--- src/rtl/brg_cgra_mem_arbiter_pkg.sv ---
// Shared definitions for the CGRA memory arbiter: FSM states, packet opcode
// and return-type encodings, requester-to-reg_id mapping and width helpers.
// Optional build macro used by the top: BRG_CGRA_ARB_PERF_EN.
package brg_cgra_pkg;

    // Drain handshake FSM states
    typedef enum logic [1:0] {
        ST_RUN     = 2'd0,
        ST_DRAIN   = 2'd1,
        ST_DRAINED = 2'd2
    } arb_state_e;

    // Outgoing packet opcodes
    typedef enum logic [1:0] {
        OP_LOAD  = 2'd0,
        OP_STORE = 2'd1
    } pkt_op_e;

    // reg_id field width; the requester index rides in it unchanged
    localparam int REG_ID_W = 5;

    // Returned packet type for a write acknowledgement; anything else is load data
    localparam logic [1:0] RET_PKT_CREDIT = 2'd0;

    // Byte mask carried in op_ex for full-word stores
    localparam logic [3:0] STORE_MASK = 4'hF;
    localparam int OP_EX_W = 4;
    localparam int OP_W    = 2;

    // Requester index -> reg_id tag
    function automatic logic [REG_ID_W-1:0] reg_id_of(input int idx);
        return REG_ID_W'(idx);
    endfunction

    // Bits needed to hold an outstanding count of 0..max_cnt
    function automatic int cnt_width(input int max_cnt);
        return (max_cnt < 1) ? 1 : $clog2(max_cnt + 1);
    endfunction

    // Packet layout, MSB to LSB:
    // {addr, op, op_ex, reg_id, payload, src_y, src_x, dst_y, dst_x}
    function automatic int packet_width(input int addr_w, input int data_w,
                                        input int x_w, input int y_w);
        return addr_w + OP_W + OP_EX_W + REG_ID_W + data_w + 2 * (x_w + y_w);
    endfunction

endpackage

--- src/rtl/brg_cgra_mem_arbiter_if.sv ---
// Requester-side bus between the CGRA memory engines and the arbiter.
// Signal names are seen from the arbiter (slave) side.
interface brg_cgra_mem_arbiter_if #(
    parameter int num_req_p    = 4,
    parameter int data_width_p = 32,
    parameter int addr_width_p = 32
);
    logic [num_req_p-1:0]              req_v_i;
    logic [num_req_p-1:0]              req_we_i;
    logic [num_req_p*addr_width_p-1:0] req_addr_i;
    logic [num_req_p*data_width_p-1:0] req_data_i;
    logic [num_req_p-1:0]              req_ready_o;
    logic [num_req_p-1:0]              resp_v_o;
    logic [data_width_p-1:0]           resp_data_o;
    logic [num_req_p-1:0]              resp_ready_i;

    // Memory engines drive requests and accept responses
    modport master (
        output req_v_i, req_we_i, req_addr_i, req_data_i, resp_ready_i,
        input  req_ready_o, resp_v_o, resp_data_o
    );

    // Arbiter accepts requests and drives responses
    modport slave (
        input  req_v_i, req_we_i, req_addr_i, req_data_i, resp_ready_i,
        output req_ready_o, resp_v_o, resp_data_o
    );
endinterface

--- src/rtl/brg_cgra_mem_arbiter_rr.sv ---
// Round-robin arbiter: picks the first eligible requester at or after the
// pointer, wrapping around; the pointer moves past the winner on yumi.
module brg_cgra_rr_arbiter #(
    parameter int num_req_p = 4,
    localparam int idx_w_lp = (num_req_p > 1) ? $clog2(num_req_p) : 1
) (
    input  logic                 clk_i,
    input  logic                 reset_i,
    input  logic [num_req_p-1:0] eligible_i,
    input  logic                 yumi_i,
    output logic [num_req_p-1:0] grant_o,
    output logic [idx_w_lp-1:0]  grant_idx_o
);

    localparam logic [idx_w_lp-1:0] last_idx_lp = idx_w_lp'(num_req_p - 1);

    logic [idx_w_lp-1:0] rr_ptr_q;
    logic [idx_w_lp-1:0] rr_ptr_d;
    logic                found;

    // Two passes: first requesters at/after the pointer, then the wrap-around
    always_comb begin
        grant_idx_o = '0;
        found       = 1'b0;
        for (int k = 0; k < num_req_p; k++) begin
            if (!found && eligible_i[k] && (k >= int'(rr_ptr_q))) begin
                grant_idx_o = idx_w_lp'(k);
                found       = 1'b1;
            end
        end
        for (int k = 0; k < num_req_p; k++) begin
            if (!found && eligible_i[k]) begin
                grant_idx_o = idx_w_lp'(k);
                found       = 1'b1;
            end
        end
    end

    for (genvar gi = 0; gi < num_req_p; gi++) begin : g_grant
        assign grant_o[gi] = found & (grant_idx_o == idx_w_lp'(gi));
    end

    // Next pointer is one past the winner, modulo the requester count
    always_comb begin
        rr_ptr_d = rr_ptr_q;
        if (yumi_i) begin
            rr_ptr_d = (grant_idx_o == last_idx_lp) ? '0 : grant_idx_o + 1'b1;
        end
    end

    // Pointer register
    always_ff @(posedge clk_i) begin
        if (reset_i) begin
            rr_ptr_q <= '0;
        end else begin
            rr_ptr_q <= rr_ptr_d;
        end
    end

endmodule

--- src/rtl/brg_cgra_mem_arbiter.sv ---
// Shares one endpoint master port among the CGRA memory engines: round-robin
// issue gated by credits and a per-requester outstanding limit, reg_id tagging,
// return routing and a drain handshake for reconfiguration.
// Optional: define BRG_CGRA_ARB_PERF_EN for per-requester stall counters and a
// total-issue counter on perf_stall_o / perf_issue_o.
module brg_cgra_mem_arbiter
    import brg_cgra_pkg::*;
#(
    parameter int num_req_p         = 4,
    parameter int x_cord_width_p    = 4,
    parameter int y_cord_width_p    = 4,
    parameter int data_width_p      = 32,
    parameter int addr_width_p      = 32,
    parameter int max_out_credits_p = 200,
    parameter int max_outstanding_p = 4,
    localparam int packet_width_lp  = packet_width(addr_width_p, data_width_p,
                                                   x_cord_width_p, y_cord_width_p),
    localparam int credit_width_lp  = $clog2(max_out_credits_p + 1)
) (
    input  logic                       clk_i,
    input  logic                       reset_i,
    input  logic [x_cord_width_p-1:0]  my_x_i,
    input  logic [y_cord_width_p-1:0]  my_y_i,
    input  logic [x_cord_width_p-1:0]  tgt_x_i,
    input  logic [y_cord_width_p-1:0]  tgt_y_i,
    brg_cgra_mem_arbiter_if.slave      req_if,
    output logic                       out_v_o,
    output logic [packet_width_lp-1:0] out_packet_o,
    input  logic                       out_ready_i,
    input  logic [credit_width_lp-1:0] out_credits_i,
    input  logic                       returned_v_r_i,
    input  logic [data_width_p-1:0]    returned_data_r_i,
    input  logic [REG_ID_W-1:0]        returned_reg_id_r_i,
    input  logic [1:0]                 returned_pkt_type_r_i,
    output logic                       returned_yumi_o,
    input  logic                       drain_i,
    output logic                       drained_o
`ifdef BRG_CGRA_ARB_PERF_EN
    ,
    output logic [num_req_p*32-1:0]    perf_stall_o,
    output logic [31:0]                perf_issue_o
`endif
);

    localparam int idx_w_lp = (num_req_p > 1) ? $clog2(num_req_p) : 1;
    localparam int cnt_w_lp = cnt_width(max_outstanding_p);
    localparam logic [cnt_w_lp-1:0]   cnt_max_lp = cnt_w_lp'(max_outstanding_p);
    localparam logic [REG_ID_W:0]     num_req_lp = (REG_ID_W + 1)'(num_req_p);

    arb_state_e state_q;
    arb_state_e state_d;
    logic       issue_en;

    logic [cnt_w_lp-1:0] cnt_q [num_req_p];
    logic [cnt_w_lp-1:0] cnt_d [num_req_p];

    logic [num_req_p-1:0] eligible;
    logic [num_req_p-1:0] grant;
    logic [num_req_p-1:0] inc;
    logic [num_req_p-1:0] dec;
    logic [num_req_p-1:0] ret_hit;
    logic [num_req_p-1:0] ret_live;
    logic [num_req_p-1:0] resp_v;
    logic [num_req_p-1:0] cnt_nz_d;
    logic [idx_w_lp-1:0]  grant_idx;

    logic send;
    logic ret_id_ok;
    logic ret_is_ack;
    logic ret_load_live;
    logic ret_ready_sel;

    logic [addr_width_p-1:0] addr_sel;
    logic [data_width_p-1:0] data_sel;
    logic                    we_sel;
    logic [OP_W-1:0]         op_sel;

    brg_cgra_rr_arbiter #(
        .num_req_p (num_req_p)
    ) u_rr (
        .clk_i       (clk_i),
        .reset_i     (reset_i),
        .eligible_i  (eligible),
        .yumi_i      (send),
        .grant_o     (grant),
        .grant_idx_o (grant_idx)
    );

    // Issue side: credits and per-requester limit gate the single output port
    assign out_v_o            = issue_en & (|eligible) & (out_credits_i != '0);
    assign send               = out_v_o & out_ready_i;
    assign req_if.req_ready_o = inc;

    // Return side: a load reply for a live requester waits for its ready;
    // acks, stale replies and out-of-range tags are consumed immediately
    assign ret_id_ok          = {1'b0, returned_reg_id_r_i} < num_req_lp;
    assign ret_is_ack         = (returned_pkt_type_r_i == RET_PKT_CREDIT);
    assign ret_load_live      = ~ret_is_ack & (|ret_live);
    assign ret_ready_sel      = |(resp_v & req_if.resp_ready_i);
    assign returned_yumi_o    = ~reset_i & returned_v_r_i
                              & (ret_load_live ? ret_ready_sel : 1'b1);
    assign req_if.resp_v_o    = resp_v;
    assign req_if.resp_data_o = returned_data_r_i;

    for (genvar gi = 0; gi < num_req_p; gi++) begin : g_req
        assign eligible[gi] = req_if.req_v_i[gi] & (cnt_q[gi] < cnt_max_lp);
        assign inc[gi]      = send & grant[gi];
        assign ret_hit[gi]  = ret_id_ok & (returned_reg_id_r_i == reg_id_of(gi));
        assign ret_live[gi] = ret_hit[gi] & (cnt_q[gi] != '0);
        assign resp_v[gi]   = ~reset_i & returned_v_r_i & ~ret_is_ack & ret_live[gi];
        assign dec[gi]      = returned_yumi_o & ret_live[gi];
        assign cnt_nz_d[gi] = (cnt_d[gi] != '0);
    end

    // Outstanding counts: decrements only happen from nonzero, increments
    // only below the limit, so the counter can neither wrap nor underflow
    always_comb begin
        for (int k = 0; k < num_req_p; k++) begin
            cnt_d[k] = cnt_q[k] + cnt_w_lp'(inc[k]) - cnt_w_lp'(dec[k]);
        end
    end

    // Outstanding count registers
    always_ff @(posedge clk_i) begin
        for (int k = 0; k < num_req_p; k++) begin
            if (reset_i) begin
                cnt_q[k] <= '0;
            end else begin
                cnt_q[k] <= cnt_d[k];
            end
        end
    end

    // Mux the granted requester's fields into the outgoing packet
    always_comb begin
        addr_sel = '0;
        data_sel = '0;
        we_sel   = 1'b0;
        for (int k = 0; k < num_req_p; k++) begin
            if (grant[k]) begin
                addr_sel = req_if.req_addr_i[k*addr_width_p +: addr_width_p];
                data_sel = req_if.req_data_i[k*data_width_p +: data_width_p];
                we_sel   = req_if.req_we_i[k];
            end
        end
        op_sel       = we_sel ? OP_STORE : OP_LOAD;
        out_packet_o = {addr_sel,
                        op_sel,
                        we_sel ? STORE_MASK : 4'h0,
                        reg_id_of(int'(grant_idx)),
                        we_sel ? data_sel : {data_width_p{1'b0}},
                        my_y_i, my_x_i, tgt_y_i, tgt_x_i};
    end

    // FSM state register
    always_ff @(posedge clk_i) begin
        if (reset_i) begin
            state_q <= ST_RUN;
        end else begin
            state_q <= state_d;
        end
    end

    // FSM next state; drain completes once counts settle to zero after this
    // cycle's returns (no issue happens outside RUN)
    always_comb begin
        state_d = state_q;
        case (state_q)
            ST_RUN:     if (drain_i)    state_d = ST_DRAIN;
            ST_DRAIN:   if (~|cnt_nz_d) state_d = ST_DRAINED;
            ST_DRAINED: if (~drain_i)   state_d = ST_RUN;
            default:                    state_d = ST_RUN;
        endcase
    end

    // FSM outputs, forced quiet while reset is held
    always_comb begin
        issue_en  = ~reset_i & (state_q == ST_RUN);
        drained_o = ~reset_i & (state_q == ST_DRAINED);
    end

`ifdef BRG_CGRA_ARB_PERF_EN
    logic [31:0] stall_q [num_req_p];
    logic [31:0] issue_q;

    // Free-running performance counters, wrapping at 2^32
    always_ff @(posedge clk_i) begin
        if (reset_i) begin
            issue_q <= '0;
            for (int k = 0; k < num_req_p; k++) begin
                stall_q[k] <= '0;
            end
        end else begin
            if (send) begin
                issue_q <= issue_q + 32'd1;
            end
            for (int k = 0; k < num_req_p; k++) begin
                if (req_if.req_v_i[k] & ~inc[k]) begin
                    stall_q[k] <= stall_q[k] + 32'd1;
                end
            end
        end
    end

    for (genvar gi = 0; gi < num_req_p; gi++) begin : g_perf
        assign perf_stall_o[gi*32 +: 32] = stall_q[gi];
    end
    assign perf_issue_o = issue_q;
`endif

endmodule

--- src/flat_wrapper.sv ---
// flat-port wrapper written by rule: the top's interface ports become plain ports
module brg_cgra_mem_arbiter_flat import brg_cgra_pkg::*;
#(
    parameter int num_req_p         = 4,
    parameter int x_cord_width_p    = 4,
    parameter int y_cord_width_p    = 4,
    parameter int data_width_p      = 32,
    parameter int addr_width_p      = 32,
    parameter int max_out_credits_p = 200,
    parameter int max_outstanding_p = 4,
    localparam int packet_width_lp  = packet_width(addr_width_p, data_width_p,
                                                   x_cord_width_p, y_cord_width_p),
    localparam int credit_width_lp  = $clog2(max_out_credits_p + 1)
)
  (clk_i, reset_i, my_x_i, my_y_i, tgt_x_i, tgt_y_i, out_v_o, out_packet_o, out_ready_i, out_credits_i, returned_v_r_i, returned_data_r_i, returned_reg_id_r_i, returned_pkt_type_r_i, returned_yumi_o, drain_i, drained_o, req_if_req_v_i, req_if_req_we_i, req_if_req_addr_i, req_if_req_data_i, req_if_resp_ready_i, req_if_req_ready_o, req_if_resp_v_o, req_if_resp_data_o);
  brg_cgra_mem_arbiter_if #(.num_req_p(num_req_p), .data_width_p(data_width_p), .addr_width_p(addr_width_p)) req_if_i ();
  input  logic clk_i;
  input  logic reset_i;
  input  logic [x_cord_width_p-1:0] my_x_i;
  input  logic [y_cord_width_p-1:0] my_y_i;
  input  logic [x_cord_width_p-1:0] tgt_x_i;
  input  logic [y_cord_width_p-1:0] tgt_y_i;
  output logic out_v_o;
  output logic [packet_width_lp-1:0] out_packet_o;
  input  logic out_ready_i;
  input  logic [credit_width_lp-1:0] out_credits_i;
  input  logic returned_v_r_i;
  input  logic [data_width_p-1:0] returned_data_r_i;
  input  logic [REG_ID_W-1:0] returned_reg_id_r_i;
  input  logic [1:0] returned_pkt_type_r_i;
  output logic returned_yumi_o;
  input  logic drain_i;
  output logic drained_o;
  input wire logic [$bits(req_if_i.req_v_i)-1:0] req_if_req_v_i;
  input wire logic [$bits(req_if_i.req_we_i)-1:0] req_if_req_we_i;
  input wire logic [$bits(req_if_i.req_addr_i)-1:0] req_if_req_addr_i;
  input wire logic [$bits(req_if_i.req_data_i)-1:0] req_if_req_data_i;
  input wire logic [$bits(req_if_i.resp_ready_i)-1:0] req_if_resp_ready_i;
  output wire logic [$bits(req_if_i.req_ready_o)-1:0] req_if_req_ready_o;
  output wire logic [$bits(req_if_i.resp_v_o)-1:0] req_if_resp_v_o;
  output wire logic [$bits(req_if_i.resp_data_o)-1:0] req_if_resp_data_o;
  assign req_if_i.req_v_i = req_if_req_v_i;
  assign req_if_i.req_we_i = req_if_req_we_i;
  assign req_if_i.req_addr_i = req_if_req_addr_i;
  assign req_if_i.req_data_i = req_if_req_data_i;
  assign req_if_i.resp_ready_i = req_if_resp_ready_i;
  assign req_if_req_ready_o = req_if_i.req_ready_o;
  assign req_if_resp_v_o = req_if_i.resp_v_o;
  assign req_if_resp_data_o = req_if_i.resp_data_o;
  brg_cgra_mem_arbiter #(.num_req_p(num_req_p), .x_cord_width_p(x_cord_width_p), .y_cord_width_p(y_cord_width_p), .data_width_p(data_width_p), .addr_width_p(addr_width_p), .max_out_credits_p(max_out_credits_p), .max_outstanding_p(max_outstanding_p)) u_core (.clk_i(clk_i), .reset_i(reset_i), .my_x_i(my_x_i), .my_y_i(my_y_i), .tgt_x_i(tgt_x_i), .tgt_y_i(tgt_y_i), .req_if(req_if_i), .out_v_o(out_v_o), .out_packet_o(out_packet_o), .out_ready_i(out_ready_i), .out_credits_i(out_credits_i), .returned_v_r_i(returned_v_r_i), .returned_data_r_i(returned_data_r_i), .returned_reg_id_r_i(returned_reg_id_r_i), .returned_pkt_type_r_i(returned_pkt_type_r_i), .returned_yumi_o(returned_yumi_o), .drain_i(drain_i), .drained_o(drained_o));
endmodule
--- config.mk ---
export PLATFORM = sky130hd
export DESIGN_NAME = brg_cgra_mem_arbiter_flat
export DESIGN_NICKNAME = d
export VERILOG_FILES = /design/src/rtl/brg_cgra_mem_arbiter_pkg.sv /design/src/rtl/brg_cgra_mem_arbiter_if.sv /design/src/rtl/brg_cgra_mem_arbiter_rr.sv /design/src/rtl/brg_cgra_mem_arbiter.sv /design/src/flat_wrapper.sv
export SDC_FILE = /design/constraint.sdc
export NUM_CORES = 1
export LEC_CHECK = 0
export ABC_AREA = 0
export BUFFER_PORTS_ARGS = -buffer_cell sky130_fd_sc_hd__buf_2
export CAP_MARGIN = 40
export CORE_AREA = 2 2 183 185
export DETAILED_ROUTE_END_ITERATION = 7
export DIE_AREA = 0 0 185 187
export SYNTH_ARGS = -nofsm -noshare
export SYNTH_HDL_FRONTEND = slang
export SYNTH_SLANG_ARGS = --single-unit
--- constraint.sdc ---
create_clock -name clk_i -period 5 [get_ports clk_i]
set_clock_uncertainty 0.15 [all_clocks]
set_input_delay 0.25 -clock clk_i [delete_from_list [all_inputs] [get_ports clk_i]]
set_output_delay 0.25 -clock clk_i [all_outputs]
set_load 0.02 [all_outputs]
==> results of run 1 <==
## power by group through the flow
stage                     combinational, mW  sequential, mW  clock [mW]
final                                 0.937           0.143       0.177
after CTS                             0.944           0.143       0.178
after global placement                0.934           0.145           0
after detailed placement              0.941           0.146           0
after floorplan                       0.678           0.142           0
after global routing                   1.01           0.145       0.187
## kinds of logic (layout without fill, tap and decap cells)
group                    after synthesis  count (layout)  share of synthesized area, %
AO/OA/AOI/OAI                        157             157                          36.5
adder cells (fa/ha/maj)               14              14                          4.85
buffers and inverters                134             408                          19.5
other                                  1               5                        0.0886
multiplexers                           1               1                         0.237
XOR/XNOR                               5               5                          2.16
flip-flops                            16              16                          7.57
AND/OR/NAND/NOR                      237             237                          29.0
## how the worst max path moves through the flow
| stage | start | end | slack (ns) | cells after the start |
|---|---|---|---|---|
| 6_report | u_core.cnt_q[3][2] | u_core.state_q[0] | 0.99 | 15 |
| 5_1_grt | u_core.cnt_q[3][2] | u_core.state_q[0] | 0.70 | 15 |
| 4_1_cts | u_core.cnt_q[3][2] | out_packet_o[44] | 0.98 | 11 |
| 3_5_place_dp | req_if_req_v_i[3] | u_core.state_q[0] | 0.99 | 16 |
| 3_3_place_gp | req_if_req_v_i[3] | u_core.state_q[0] | 1.12 | 16 |
| 2_1_floorplan | u_core.cnt_q[1][2] | u_core.state_q[0] | 0.79 | 17 |
## sequential cells by signal, indices dropped and copies added (netlist names)
name	cells
u_core.cnt_q	12
u_core.state_q	2
u_core.u_rr.rr_ptr_q	2
## layout by cell type, fill, tap and decap left out, types with 3 or more instances in the layout
| cell type | n |
|---|---|
| nor3_1 | 8 |
| buf_4 | 13 |
| ha_1 | 10 |
| a21oi_1 | 3 |
| nand2b_1 | 4 |
| a32oi_1 | 32 |
| dfxtp_1 | 16 |
| fa_1 | 4 |
| inv_1 | 19 |
| a221oi_1 | 32 |
| a31oi_1 | 33 |
| nand3b_1 | 3 |
| nor3b_1 | 34 |
| o41ai_2 | 30 |
| nor4_1 | 5 |
| clkbuf_16 | 3 |
| o41ai_1 | 3 |
| nor2b_1 | 9 |
| nor2_1 | 52 |
| buf_2 | 369 |
| conb_1 | 4 |
| and2_1 | 34 |
| nand2_1 | 73 |
## metrics by stage
stage | cell area [um^2] | setup WS [ns] | power (mW) | utilization (%) | hold slack [ns]
global route | 6120 | 0.700 | 1.34 | 18.6 | 0.155
floorplan | 4240 | 0.788 | 0.820 | - | 0.262
CTS | 6120 | 0.979 | 1.27 | 18.6 | 0.133
detailed placement | 6030 | 0.987 | 1.09 | 18.4 | 0.350
global placement | 6020 | 1.12 | 1.08 | 18.3 | 0.329
finish | 6120 | 0.985 | 1.26 | 18.6 | 0.131
## routing by layer
layer / share of wire (%) / vias up / GRT usage (%)
li1: - / 2616 / -
met1: 38 / 2622 / 12.8
met2: 52 / 312 / 22.0
met3: 7.6 / 34 / 2.08
met4: 1.6 / 6 / 2.38
met5: 0.18 / - / 0
## final cells by class
cell class / count / area share [%]
Antenna cell: 1 / 0.0409
Multi-Input combinational cell: 418 / 50.8
Inverter: 21 / 1.29
Timing Repair Buffer: 383 / 32.0
Sequential cell: 16 / 5.23
Clock buffer: 4 / 1.45
Tap cell: 448 / 9.15
## worst max-delay path, stage by stage (launching register included)
cell       delay [ns]
dfxtp_1          0.33
nor2b_1          0.55
a311oi_1         0.18
nor2_1           0.39
ha_1             0.26
nand2_2          0.06
nor2_1           0.11
inv_1            0.07
ha_1             0.27
inv_1            0.04
ha_1             0.20
fa_1             0.40
xor3_4           0.32
nand3_1          0.10
nor3_1           0.07
a2111oi_0        0.39
==> flow_metrics.env, run 1 <==
export IMPL_grt_max_degree=65
export IMPL_dr_pass1_iters=4
export IMPL_rr_startpoint="u_core.cnt_q[3][2]"
export IMPL_dr_first_iter_drc_count=247
export IMPL_gp_congestion=0.797
export IMPL_antenna_found_initial=6
export IMPL_overflow=0
export IMPL_h_tree_depth=1
export IMPL_path_clk_slew_ns=0.05
export IMPL_floorplan_die_height_um=187
export IMPL_p_seq_share_pct=11.4
export IMPL_p_leak_nw=2.87
export IMPL_dp_cells=1286
export IMPL_cts_buffer_depth=2
export IMPL_vias=5590
export IMPL_postSynthCellCount=565
export IMPL_cts_tree="yes"
export IMPL_whs_path_depth=3
export IMPL_arrival_ns=4.00
export IMPL_status="completed"
export IMPL_hold_start="drain_i"
export IMPL_fmax_mhz=249
export IMPL_track_usage_pct=11.4
export IMPL_core_area_mm2=0.0329
export IMPL_min_period_ns=4.01
export IMPL_die_area_mm2=0.0346
export IMPL_io_pins=470
export IMPL_hold_viol_final=0
export IMPL_r2r_slack_ns=0.99
export IMPL_drc=0
export IMPL_die_w_um=185
export IMPL_tightest_slew_ns=0.774
export IMPL_postCtsSetupBuffers=0
export IMPL_initial_core_util_pct=12.9
export IMPL_cts_inserted_buffers=3
export IMPL_wl_mm=21.2
export IMPL_setup_viol_count_final=0
export IMPL_cts_resized=0
export IMPL_reg2regPathDepth=15
export IMPL_max_slew_margin_rel_pct=47.9
export IMPL_rows=67
export IMPL_avgSynthCellArea_um2=7.49
export IMPL_grt_pass1_wl_mm=30.8
export IMPL_required_ns=4.98
export IMPL_finalCritPeriodShare_pct=80.3
export IMPL_syn_area_mm2=0.00423
export IMPL_io_buffer_count=369
export IMPL_clkLatencyLatePin_ns=0.25
export IMPL_clkSinkCount=16
export IMPL_power_density_mw_per_mm2=205
export IMPL_synthTopCellsByCount="nand2_1 (74), buf_4 (58), nor2_1 (53)"
export IMPL_synth_edf_count=0
export IMPL_synth_distinct_cells=62
export IMPL_end_kind="flip-flop"
export IMPL_internal_power_mw=0.604
export IMPL_yosysTopAreaCell="o41ai_2"
export IMPL_final_cells=1291
export IMPL_power_frac_comb_pct=74.5
export IMPL_cap_viol_max_count=0
export IMPL_ys_flop_type="dfxtp_1"
export IMPL_worstPathMaxFanout=9
export IMPL_ir_drop_v=0.000121
export IMPL_path_class="reg2reg"
export IMPL_synth_seq_area_share_pct=7.57
export IMPL_synth_warnings=0
export IMPL_p_clk_share_pct=14.1
export IMPL_yosysMostFrequentCell="nand2_1"
export IMPL_grt_pass1_vias=5512
export IMPL_viasPerCell=4.33
export IMPL_clk_root_buffer_cell="clkbuf_16"
export IMPL_fill_cells=3804
export IMPL_startpoint_type="flip-flop"
export IMPL_rr_endpoint="u_core.state_q[0]"
export IMPL_seq_area_um2=320
export IMPL_synth_top_area_share_pct=11.5
export IMPL_place_hpwl_mm=17.5
export IMPL_async_flop_share_pct=0
export IMPL_multi_input_area_mm2=0.00311
export IMPL_rsz0062_at_grt="false"
export IMPL_ys_seq_elements=16
export IMPL_worstHoldPathType="in2reg"
export IMPL_drive_above_1_share_pct=52.0
export IMPL_switching_share_pct=52.0
export IMPL_ys_top_cells_by_area="o41ai_2 (12%), buf_4 (10%), dfxtp_1 (7.6%), a221oi_1 (6.6%), a32oi_1 (6.6%)"
export IMPL_setup_tns_final_ns=0
export IMPL_holdPathEnd="u_core.state_q[1]"
export IMPL_final_max_slew_violation_count=0
export IMPL_ctsHoldBuffers=0
export IMPL_final_nets=1193
export IMPL_wl_per_cell_um=16.4
export IMPL_syn_to_final_growth_pct=44.7
export IMPL_netSwitchingPower_mw=0.653
export IMPL_drtAntennaViolNets=0
No activity file was read; power rests on OpenSTA's default activity.
==> inputs of run 2 (changes only) <==
- ABC_AREA: 0 -> 1
- clock period: 5 -> 3.55 ns (I/O delays scaled with it)
==> run 2 against run 1 <==
  * Register-to-register slack worse by 0.75 ns
  * Combinational power is 96% higher
  * Global-route usage is 0.12 points higher
  * Setup slack worse by 0.75 ns
  * Routed wire length is 2.2% higher
  * Largest power group unchanged
==> flow_metrics.env, run 2 <==
export IMPL_status="completed"
export IMPL_overflow=0
export IMPL_syn_area_mm2=0.00439
export IMPL_r2r_slack_ns=0.24
export IMPL_cts_buffer_depth=2
export IMPL_holdPathEnd="u_core.state_q[1]"
export IMPL_gp_congestion=0.933
export IMPL_min_period_ns=3.31
export IMPL_die_w_um=185
export IMPL_largest_reg_flops=12
export IMPL_wl_per_cell_um=14.0
export IMPL_finalInstanceArea_mm2=0.00638
export IMPL_vias=6297
export IMPL_worstHoldPathType="in2reg"
export IMPL_whs_path_depth=3
export IMPL_cap_viol_max_count=0
export IMPL_power_frac_comb_pct=80.7
export IMPL_drtAntennaViolNets=0
export IMPL_hold_start="drain_i"
export IMPL_worstPathMaxFanout=6
export IMPL_post_route_util_pct=19.4
export IMPL_final_common_cell="buf_2"
export IMPL_ys_top_cells_by_area="nand2_1 (19%), buf_4 (10%), nand3_1 (9.5%), a21oi_1 (9.1%), nor2_1 (8.7%)"
export IMPL_layout_setup_ws_ns=0.239
export IMPL_postSynthCellCount=819
export IMPL_track_usage_pct=11.5
export IMPL_synthTopCellsByCount="nand2_1 (223), nor2_1 (102), nand3_1 (83)"
export IMPL_setup_worst_path_start="u_core.cnt_q[3][2]"
export IMPL_syn_to_final_growth_pct=45.6
export IMPL_viasPerCell=4.06
export IMPL_dr_pass1_iters=5
export IMPL_path_cells="nor2_2 -> inv_2 -> nand2_1 -> nor2_1 -> inv_2 -> nand3_1 -> a21oi_2 -> nand2_2 -> nor2_4 -> inv_1 -> ha_1 -> inv_1 -> ha_1 -> fa_1 -> xor2_1 -> xor2_1 -> nor3_2 -> nand2_1 -> nand4_1 -> nand2_1"
export IMPL_place_hpwl_mm=17.6
export IMPL_crit_top_cell="nand2_1"
export IMPL_rr_startpoint="u_core.cnt_q[3][2]"
export IMPL_floorplan_die_height_um=187
export IMPL_synth_top_area_share_pct=19.1
export IMPL_clkLatencyLatePin_ns=0.25
export IMPL_max_slew_margin_rel_pct=58.6
export IMPL_ys_flop_type="dfxtp_1"
export IMPL_antenna_found_initial=6
export IMPL_grt_pass1_vias=5916
export IMPL_finalCritPeriodShare_pct=93.3
export IMPL_yosysTopAreaCell="nand2_1"
export IMPL_final_nets=1451
export IMPL_wl_mm=21.7
export IMPL_cts_inserted_buffers=3
export IMPL_io_pins=470
export IMPL_end_kind="flip-flop"
export IMPL_dpl_instance_area_mm2=0.00623
export IMPL_drc=0
export IMPL_regMostFlops="u_core.cnt_q"
export IMPL_fmax_mhz=302
export IMPL_synth_distinct_cells=31
export IMPL_core_area_mm2=0.0329
export IMPL_grt_max_degree=88
export IMPL_yosysMostFrequentCell="nand2_1"
export IMPL_grt_pass1_wl_mm=31.3
export IMPL_required_ns=3.54
export IMPL_power_density_mw_per_mm2=357
export IMPL_dr_first_iter_drc_count=283
export IMPL_synth_warnings=0
export IMPL_async_flop_share_pct=0
export IMPL_synth_edf_count=0
export IMPL_p_clk_share_pct=10.7
export IMPL_path_clk_slew_ns=0.05
export IMPL_arrival_ns=3.30
export IMPL_layout_common_cells="buf_2 (369), nand2_1 (220), nor2_1 (99), nand3_1 (83), a21oi_1 (79)"
export IMPL_drive_above_1_share_pct=40.7
export IMPL_final_max_slew_violation_count=0
export IMPL_netSwitchingPower_mw=1.28
export IMPL_place_ws_ns=0.0582
export IMPL_internal_power_mw=0.994
export IMPL_ctsHoldBuffers=0
export IMPL_switching_share_pct=56.4
export IMPL_avgSynthCellArea_um2=5.35
export IMPL_p_seq_share_pct=8.6
export IMPL_reg2regPathDepth=20
export IMPL_io_buffer_count=369
export IMPL_tightest_slew_ns=0.622
export IMPL_reg_top3="u_core.cnt_q: 12 flops, u_core.state_q: 2 flops, u_core.u_rr.rr_ptr_q: 2 flops"
export IMPL_synth_seq_area_share_pct=7.30
export IMPL_setup_viol_count_final=0
export IMPL_ir_drop_v=0.000285
export IMPL_cts_tree="yes"
export IMPL_slowest_delay_ns=0.41
export IMPL_rr_endpoint="u_core.state_q[0]"
export IMPL_hold_ws_ns=0.0131
export IMPL_hold_viol_final=0
export IMPL_fill_cells=3842
export IMPL_rows=67
export IMPL_die_area_mm2=0.0346
export IMPL_h_tree_depth=1
export IMPL_p_leak_nw=3.64
export IMPL_path_class="reg2reg"
export IMPL_startpoint_type="flip-flop"
export IMPL_clk_root_buffer_cell="clkbuf_16"
export IMPL_ys_seq_elements=16
export IMPL_slowest_stage="fa_1"
export IMPL_clkSinkCount=16
export IMPL_initial_core_util_pct=13.3
## run 2: area by class of cell
type / instances / area [um^2] / share of cell area (%)
Tap cell: 448 / 561 / 8.78
Antenna cell: 3 / 7.51 / 0.118
Clock buffer: 4 / 88.8 / 1.39
Inverter: 79 / 299 / 4.68
Timing Repair Buffer: 386 / 2030 / 31.9
Multi-Input combinational cell: 615 / 3070 / 48.1
Sequential cell: 16 / 320 / 5.02
## run 2: what timing repair did
action / CTS / global route
endpoints found under the setup margin: 0 / 43
endpoints found under the hold margin: 0 / 0
buffers inserted: 0 / 3
resized for setup: 0 / 10
## run 2: cell families after synthesis
family	share of synthesized area [%]
adder cells (fa/ha/maj)	4.68
AND/OR/NAND/NOR	47.3
buffers and inverters	23.7
XOR/XNOR	1.60
AO/OA/AOI/OAI	15.4
flip-flops	7.30
other	0.0855
## run 2: worst max-delay path: cells and delay by family (launching register included)
kind	cells	cell delay (ns)
and+or+nand+nor	10	1.11
xor gates and xnor gates	2	0.33
AOI/OAI and AO/OA	1	0.14
DFF	1	0.34
buffers and inverters	4	0.24
adders and majority gates	3	0.88
## run 2: power by group through the flow
stage               clock [mW]  combinational, mW  sequential, mW
finish                   0.244               1.84           0.197
global route             0.257               2.02           0.197
CTS                      0.247               1.84           0.196
detailed placement           0               1.83           0.200
global placement             0               1.82           0.200
floorplan                    0               1.28           0.199
## run 2: how the worst max path moves through the flow
| stage | to | slack [ns] | depth (start not counted) |
|---|---|---|---|
| finish | u_core.state_q[0] | 0.24 | 20 |
| global route | u_core.state_q[0] | -0.04 | 22 |
| CTS | out_packet_o[39] | 0.04 | 17 |
| detailed placement | u_core.state_q[0] | 0.06 | 20 |
| global placement | u_core.state_q[0] | 0.1 | 20 |
| floorplan | u_core.state_q[0] | 0.003 | 23 |
## run 2: stage by stage
step	setup TNS (ns)	total power, mW	cells
CTS	0	2.28	1545
floorplan	0	1.48	822
global placement	0	2.02	1541
detailed placement	0	2.03	1541
finish	0	2.28	1551
global route	-0.0639	2.48	1550
## run 2: metal layers
metal,track usage [%],wire length (um),vias to the layer above
met5,0,29,-
met4,3.39,733,6
met3,2.57,2030,39
met2,20.9,10300,322
met1,13.4,8570,2816
li1,-,-,3114
